File: src/rtl/wrr_sched_pkg.sv
`default_nettype none
// +----------------------------------------------------------------------------+
// | Module   : wrr_sched_pkg                                                   |
// | Purpose  : Shared types and helpers for the weighted round-robin bus       |
// |            scheduler: FSM state encoding, index-width helper and the       |
// |            supported requester-count range.                                |
// | Ports    : none (package)                                                  |
// | Revision : 1.0 - initial release                                           |
// +----------------------------------------------------------------------------+
package wrr_sched_pkg;

  localparam int N_REQ_MIN = 2;
  localparam int N_REQ_MAX = 8;

  typedef enum logic [0:0] {
    ST_IDLE  = 1'b0,
    ST_GRANT = 1'b1
  } state_e;

  // Width of a requester index; never below 1 so vectors stay legal.
  function automatic int id_width(input int n);
    return (n > 1) ? $clog2(n) : 1;
  endfunction

endpackage
`default_nettype wire

File: src/rtl/rr_priority_pick.sv
`default_nettype none
// +----------------------------------------------------------------------------+
// | Module   : rr_priority_pick                                                |
// | Purpose  : Combinational rotating-priority picker. Scans the eligible      |
// |            vector starting just after last_i and wrapping modulo N_REQ,   |
// |            returning the first eligible requester.                         |
// | Ports    : elig_i   [N_REQ]  eligible requesters                           |
// |            last_i   [ID_W]   most recently served requester                |
// |            found_o           at least one requester eligible               |
// |            idx_o    [ID_W]   index of the chosen requester                 |
// |            onehot_o [N_REQ]  one-hot form of idx_o (0 when !found_o)       |
// | Revision : 1.0 - initial release                                           |
// +----------------------------------------------------------------------------+
module rr_priority_pick #(
  parameter int N_REQ = 4,
  parameter int ID_W  = 2
) (
  input  logic [N_REQ-1:0] elig_i,
  input  logic [ID_W-1:0]  last_i,
  output logic             found_o,
  output logic [ID_W-1:0]  idx_o,
  output logic [N_REQ-1:0] onehot_o
);

  int              cand;
  logic [ID_W-1:0] cand_id;

  // k runs 1..N_REQ so the last-served requester is visited last.
  always_comb begin
    found_o  = 1'b0;
    idx_o    = '0;
    onehot_o = '0;
    cand     = 0;
    cand_id  = '0;
    for (int k = 1; k <= N_REQ; k++) begin
      cand    = (int'(last_i) + k) % N_REQ;
      cand_id = ID_W'(cand);
      if (!found_o && elig_i[cand_id]) begin
        found_o           = 1'b1;
        idx_o             = cand_id;
        onehot_o[cand_id] = 1'b1;
      end
    end
  end

endmodule
`default_nettype wire

File: src/rtl/wrr_bus_scheduler.sv
`default_nettype none
// +----------------------------------------------------------------------------+
// | Module   : wrr_bus_scheduler                                               |
// | Purpose  : Weighted round-robin arbiter for one shared bus. Each requester |
// |            receives up to weight[i] transactions per round; the grant is   |
// |            held until the granted agent pulses end_txn.                    |
// | Macro    : WRR_WATCHDOG_EN - enables the grant watchdog (tmo_limit_i,      |
// |            tmo_event_o). Undefined: tmo_event_o is constant 0.             |
// | Ports    : clk, rstb (async, active-low)                                   |
// |            req_i        [N_REQ]        level request per agent             |
// |            end_txn_i    [N_REQ]        end-of-transaction pulse per agent  |
// |            cfg_load_i                  load weight_cfg_i                   |
// |            weight_cfg_i [N_REQ*WGT_W]  packed weights                      |
// |            tmo_limit_i  [TMO_W]        watchdog limit, 0 = off             |
// |            grant_o      [N_REQ]        registered one-hot grant            |
// |            grant_id_o   [clog2(N_REQ)] granted index                       |
// |            busy_o                      grant active                        |
// |            tmo_event_o                 one-cycle forced-release pulse      |
// | Revision : 1.0 - initial release                                           |
// +----------------------------------------------------------------------------+
module wrr_bus_scheduler
  import wrr_sched_pkg::*;
#(
  parameter int N_REQ   = 4,
  parameter int WGT_W   = 4,
  parameter int DEF_WGT = 1,
  parameter int TMO_W   = 8
) (
  input  logic                     clk,
  input  logic                     rstb,
  input  logic [N_REQ-1:0]         req_i,
  input  logic [N_REQ-1:0]         end_txn_i,
  input  logic                     cfg_load_i,
  input  logic [N_REQ*WGT_W-1:0]   weight_cfg_i,
  input  logic [TMO_W-1:0]         tmo_limit_i,
  output logic [N_REQ-1:0]         grant_o,
  output logic [$clog2(N_REQ)-1:0] grant_id_o,
  output logic                     busy_o,
  output logic                     tmo_event_o
);

  localparam int ID_W = id_width(N_REQ);

  state_e            state_q, state_d;
  logic [N_REQ-1:0]  grant_q, grant_d;
  logic [ID_W-1:0]   gid_q, gid_d;
  logic [ID_W-1:0]   last_q, last_d;
  logic              tmo_event_q, tmo_event_d;
  logic [WGT_W-1:0]  weight_q [N_REQ];
  logic [WGT_W-1:0]  weight_d [N_REQ];
  logic [WGT_W-1:0]  credit_q [N_REQ];
  logic [WGT_W-1:0]  credit_d [N_REQ];
  logic [WGT_W-1:0]  cfg_wgt  [N_REQ];

  logic [N_REQ-1:0]  elig;
  logic [N_REQ-1:0]  wgt_req;
  logic              pick_found;
  logic [ID_W-1:0]   pick_idx;
  logic [N_REQ-1:0]  pick_onehot;
  logic              cur_end;
  logic              tmo_fire;

  genvar gi;
  generate
    for (gi = 0; gi < N_REQ; gi++) begin : g_req
      assign cfg_wgt[gi] = weight_cfg_i[gi*WGT_W +: WGT_W];
      assign elig[gi]    = req_i[gi] & (credit_q[gi] != '0) & (weight_q[gi] != '0);
      // Requests that could be served after a reload; weight-0 agents never count.
      assign wgt_req[gi] = req_i[gi] & (weight_q[gi] != '0);
    end
  endgenerate

  rr_priority_pick #(
    .N_REQ (N_REQ),
    .ID_W  (ID_W)
  ) u_pick (
    .elig_i   (elig),
    .last_i   (last_q),
    .found_o  (pick_found),
    .idx_o    (pick_idx),
    .onehot_o (pick_onehot)
  );

  assign cur_end = end_txn_i[gid_q];

`ifdef WRR_WATCHDOG_EN
  logic [TMO_W-1:0] tmo_cnt_q, tmo_cnt_d;

  always_comb begin
    tmo_cnt_d = tmo_cnt_q;
    if (state_q == ST_IDLE) begin
      if (pick_found) tmo_cnt_d = '0;
    end else if (tmo_cnt_q != '1) begin
      // Saturate rather than wrap if tmo_limit_i is raised mid-transaction.
      tmo_cnt_d = tmo_cnt_q + TMO_W'(1);
    end
  end

  assign tmo_fire = (state_q == ST_GRANT) && (tmo_limit_i != '0) &&
                    (tmo_cnt_q == tmo_limit_i - TMO_W'(1));

  always_ff @(posedge clk or negedge rstb) begin
    if (!rstb) tmo_cnt_q <= '0;
    else       tmo_cnt_q <= tmo_cnt_d;
  end
`else
  logic unused_tmo_limit;
  assign unused_tmo_limit = ^tmo_limit_i;
  assign tmo_fire         = 1'b0;
`endif

  always_comb begin
    state_d     = state_q;
    grant_d     = grant_q;
    gid_d       = gid_q;
    last_d      = last_q;
    tmo_event_d = 1'b0;
    for (int i = 0; i < N_REQ; i++) begin
      weight_d[i] = cfg_load_i ? cfg_wgt[i] : weight_q[i];
      credit_d[i] = credit_q[i];
    end

    case (state_q)
      ST_IDLE: begin
        if (pick_found) begin
          state_d            = ST_GRANT;
          grant_d            = pick_onehot;
          gid_d              = pick_idx;
          credit_d[pick_idx] = credit_q[pick_idx] - WGT_W'(1);
        end else if (|wgt_req) begin
          // Round boundary: weight_d already reflects a coincident cfg_load.
          for (int i = 0; i < N_REQ; i++) credit_d[i] = weight_d[i];
        end
      end
      ST_GRANT: begin
        if (cur_end || tmo_fire) begin
          state_d     = ST_IDLE;
          grant_d     = '0;
          last_d      = gid_q;
          tmo_event_d = ~cur_end;
        end
      end
      default: state_d = ST_IDLE;
    endcase
  end

  always_ff @(posedge clk or negedge rstb) begin
    if (!rstb) begin
      state_q     <= ST_IDLE;
      grant_q     <= '0;
      gid_q       <= '0;
      last_q      <= ID_W'(N_REQ - 1);
      tmo_event_q <= 1'b0;
      for (int i = 0; i < N_REQ; i++) begin
        weight_q[i] <= WGT_W'(DEF_WGT);
        credit_q[i] <= WGT_W'(DEF_WGT);
      end
    end else begin
      state_q     <= state_d;
      grant_q     <= grant_d;
      gid_q       <= gid_d;
      last_q      <= last_d;
      tmo_event_q <= tmo_event_d;
      for (int i = 0; i < N_REQ; i++) begin
        weight_q[i] <= weight_d[i];
        credit_q[i] <= credit_d[i];
      end
    end
  end

  assign grant_o     = grant_q;
  assign grant_id_o  = gid_q;
  assign busy_o      = (state_q == ST_GRANT);
  assign tmo_event_o = tmo_event_q;

endmodule
`default_nettype wire

File: config.mk
export PLATFORM = sky130hd
export DESIGN_NAME = wrr_bus_scheduler
export DESIGN_NICKNAME = d
export VERILOG_FILES = /design/src/rtl/wrr_sched_pkg.sv /design/src/rtl/rr_priority_pick.sv /design/src/rtl/wrr_bus_scheduler.sv
export SDC_FILE = /design/constraint.sdc
export NUM_CORES = 1
export LEC_CHECK = 0
export ABC_AREA = 1
export BUFFER_PORTS_ARGS = -buffer_cell sky130_fd_sc_hd__buf_2
export CAP_MARGIN = 20
export CELL_PAD_IN_SITES_DETAIL_PLACEMENT = 0
export CELL_PAD_IN_SITES_GLOBAL_PLACEMENT = 2
export CORE_ASPECT_RATIO = 1.2
export CORE_MARGIN = 5
export CORE_UTILIZATION = 34
export CTS_BUF_LIST = sky130_fd_sc_hd__clkbuf_8
export DETAILED_ROUTE_END_ITERATION = 12
export PLACE_DENSITY_LB_ADDON = 0.1
export SYNTH_ARGS = -nofsm -noshare
export SYNTH_HDL_FRONTEND = slang
export SYNTH_SLANG_ARGS = --single-unit
export TNS_END_PERCENT = 10
File: constraint.sdc
create_clock -name clk -period 4.2 [get_ports clk]
set_clock_uncertainty 0.15 [all_clocks]
set_input_delay 0.42 -clock clk [delete_from_list [all_inputs] [get_ports clk]]
set_output_delay 0.42 -clock clk [all_outputs]
set_load 0.01 [all_outputs]
==> impl_metrics.env <==
export IMPL_cts_path_max_buffers=2
export IMPL_rsz0062_at_grt="false"
export IMPL_port_buffers=33
export IMPL_worstReg2RegEnd="credit_q[13]$_DFFE_PN0P_"
export IMPL_path_cells="inv_6, ha_1, inv_1, nand3_1, nand2_2, nand3_2, inv_2, nand2_2, inv_2, nand2_1, nand2_2, inv_2, nand2_1, nand2_1, inv_2, ha_1, or2_2, o21ai_0, nand2_1, nand2_1"
export IMPL_fmax_mhz=275.8
export IMPL_post_cts_buffers=0
export IMPL_cap_violations=0
export IMPL_clkLatencyLatePin_ns=0.30
export IMPL_postLayoutCoreUtil=0.3995
export IMPL_period_needed_ns=3.626
export IMPL_nets=414
export IMPL_grt_pass1_wl_mm=12.20
export IMPL_drtIter0Drc=64
export IMPL_yosys_warnings=0
export IMPL_worstSetupStartpointType="register"
export IMPL_ant_nets=0
export IMPL_required_ns=4.30
export IMPL_routed_wl_mm=7.492
export IMPL_synth_area_leaders="dfrtp_1 29%, nand2_1 10%, dfstp_2 9.7%, nand3_1 4.6%, a21oi_1 4.4%"
export IMPL_reg2reg_from="last_q[0]$_DFFE_PN1P_"
export IMPL_postSynthAreaPerCell_um2=8.092
export IMPL_fin_setup_tns_ns=0
export IMPL_worstMarginPinSlew_ns=0.9639
export IMPL_grt_overflow_total=0
export IMPL_synth_top_area_share=0.2870
export IMPL_finalCritPeriodShare=0.8633
export IMPL_first_global_vias=2427
export IMPL_cts_buffers=5
export IMPL_netlist_top_cell_by_area="dfrtp_1"
export IMPL_cts_hold_buf=0
export IMPL_relSlewSlack=0.3574
export IMPL_max_stage_delay_ns=0.61
export IMPL_syn_inst=334
export IMPL_crit_type="reg2reg"
export IMPL_syn_cell_area_um2=2703
export IMPL_antenna_found_initial=0
export IMPL_finalHoldViolations=0
export IMPL_crit_path_max_fanout=10
export IMPL_drive_gt1_frac=0.2749
export IMPL_grt_max_degree=42
export IMPL_synth_nets=378
export IMPL_initial_core_util=0.3506
export IMPL_finalMaxSlewViolations=0
export IMPL_worst_ep_arrival_time_ns=3.72
export IMPL_end_kind="register"
export IMPL_vias=2319
export IMPL_drc=0
export IMPL_cpMaxStageDelayCell="dfstp_2"
export IMPL_post_drt_wl_per_cell_um=16.18
export IMPL_clkTransAtPathRegs_ns=0.09
export IMPL_regToRegSetupSlack_ns=0.57
export IMPL_cts_resized=0
export IMPL_area_growth_pct=13.94
export IMPL_core_um2=7707
export IMPL_hold_path_class="in2async"
export IMPL_status="completed"
export IMPL_gp_congestion=0.8136
export IMPL_path_common_cell="nand2_1"
export IMPL_cts_sinks=41
export IMPL_synth_cell_types=37
export IMPL_dr_pass1_iters=6
export IMPL_dieArea_um2=9839
export IMPL_ios=43
export IMPL_crit_end="credit_q[13]$_DFFE_PN0P_"
export IMPL_hpwl_mm=5.850
export IMPL_cts_root_buf="clkbuf_8"
export IMPL_worstRegToRegCells=20
export IMPL_synth_yosys_seq_area_share=0.3843
export IMPL_ys_ff_latch=41
export IMPL_via_per_inst=5.009
export IMPL_cp_startpoint="last_q[0]$_DFFE_PN1P_"
export IMPL_grtUsageTotal=0.1593
export IMPL_cts_tree="done"
export IMPL_diodes=0
export IMPL_setup_viol=0
export IMPL_dieWidth_um=91.39
export IMPL_num_rows=35
export IMPL_die_h_um=107.7
export IMPL_cts_max_level=2
## Yosys cell counts
cell type  instances
xor2_2             1
o22ai_1            2
a22o_1             1
buf_4              1
nand2_1           73
a21oi_1           24
ha_1               9
o21ai_0           12
a31oi_1            3
conb_1             1
inv_1             30
inv_2              5
buf_6              2
nor2_1            31
nand3_1           25
nand3_4            2
inv_6              1
a2bb2oi_1          2
a22oi_1            1
buf_2              1
clkbuf_1           3
nand4_1            9
nand2_4            2
dfrtp_1           31
nand3_2            5
nor2_8             1
a221oi_1           2
o221ai_1           1
a21oi_2            1
dfstp_2           10
or2_2              1
mux2_2             8
o21ai_1            4
nand4_2            6
nand2_2           11
mux2i_1            8
nor2_2             4
## stage by stage
stage	instances	setup slack (ns)	cell area, µm²	hold WS [ns]
2_1_floorplan	334	0.9294	2703	-0.02559
3_3_place_gp	455	0.5741	2959	0.3406
3_5_place_dp	455	0.5734	2959	0.3454
4_1_cts	463	0.5380	3079	0.1490
5_1_grt	463	0.2276	3079	0.1876
6_report	463	0.5740	3079	0.1187
## cell usage in the layout, fill, tap and decap left out, types with 8 or more instances in the layout
cell type	instances
a21oi_1	24
nand2_1	73
dfstp_2	10
mux2i_1	8
o21ai_0	12
mux2_2	8
buf_2	33
ha_1	9
nand4_1	9
nor2_1	31
nand3_1	25
nand2_2	11
dfrtp_1	31
inv_1	30
## worst max-delay path, delay by kind of cell (launching register included)
| kind | cells | cell delay, ns |
|---|---|---|
| buf+inv | 6 | 0.61 |
| fa+ha+maj | 2 | 0.64 |
| flops | 1 | 0.61 |
| simple gates | 11 | 1.37 |
| compound gates | 1 | 0.18 |
## cell families (layout without fill, tap and decap cells)
group,count (synthesis),in the layout,synth area share
other cells,1,1,0.001388
compound gates,53,53,0.1111
xor+xnor,1,1,0.006020
fa+ha+maj,9,9,0.04167
buf+inv,43,80,0.06898
simple gates,170,170,0.3236
mux,16,16,0.06297
flops,41,41,0.3843
## cell type report
type                            instances  area (µm²)
Clock buffer                            6       82.58
Clock inverter                          2       37.54
Fill cell                             848        4628
Inverter                               36       140.1
Multi-Input combinational cell        250        1478
Sequential cell                        41        1039
Tap cell                               92       115.1
Timing Repair Buffer                   36       187.7
## layer usage
layer | global-route usage | routed length [µm]
met5 | 0 | 0
met4 | 0.05870 | 211
met3 | 0.03147 | 201
met2 | 0.2973 | 3975
met1 | 0.1756 | 3104
## registers in the layout (all words and copies together) (netlist names)
register,count
weight_q,16
grant_id_o,2
busy_o,1
last_q,2
credit_q,16
grant_o,4
## worst min path at each step
stage | depth (start not counted) | end | slack (ns)
CTS | 1 | weight_q[11]$_DFF_PN0_ | 0.15
finish | 1 | weight_q[5]$_DFF_PN0_ | 0.12
global placement | 2 | grant_o[1]$_DFFE_PN0P_ | 0.34
detailed placement | 2 | grant_o[1]$_DFFE_PN0P_ | 0.35
global route | 1 | weight_q[5]$_DFF_PN0_ | 0.19
floorplan | 0 | busy_o$_DFF_PN0_ | -0.03
Power is left out: the tool's default activity adds up to more than one toggle a clock period on the data nets, which glitch-free logic cannot reach.
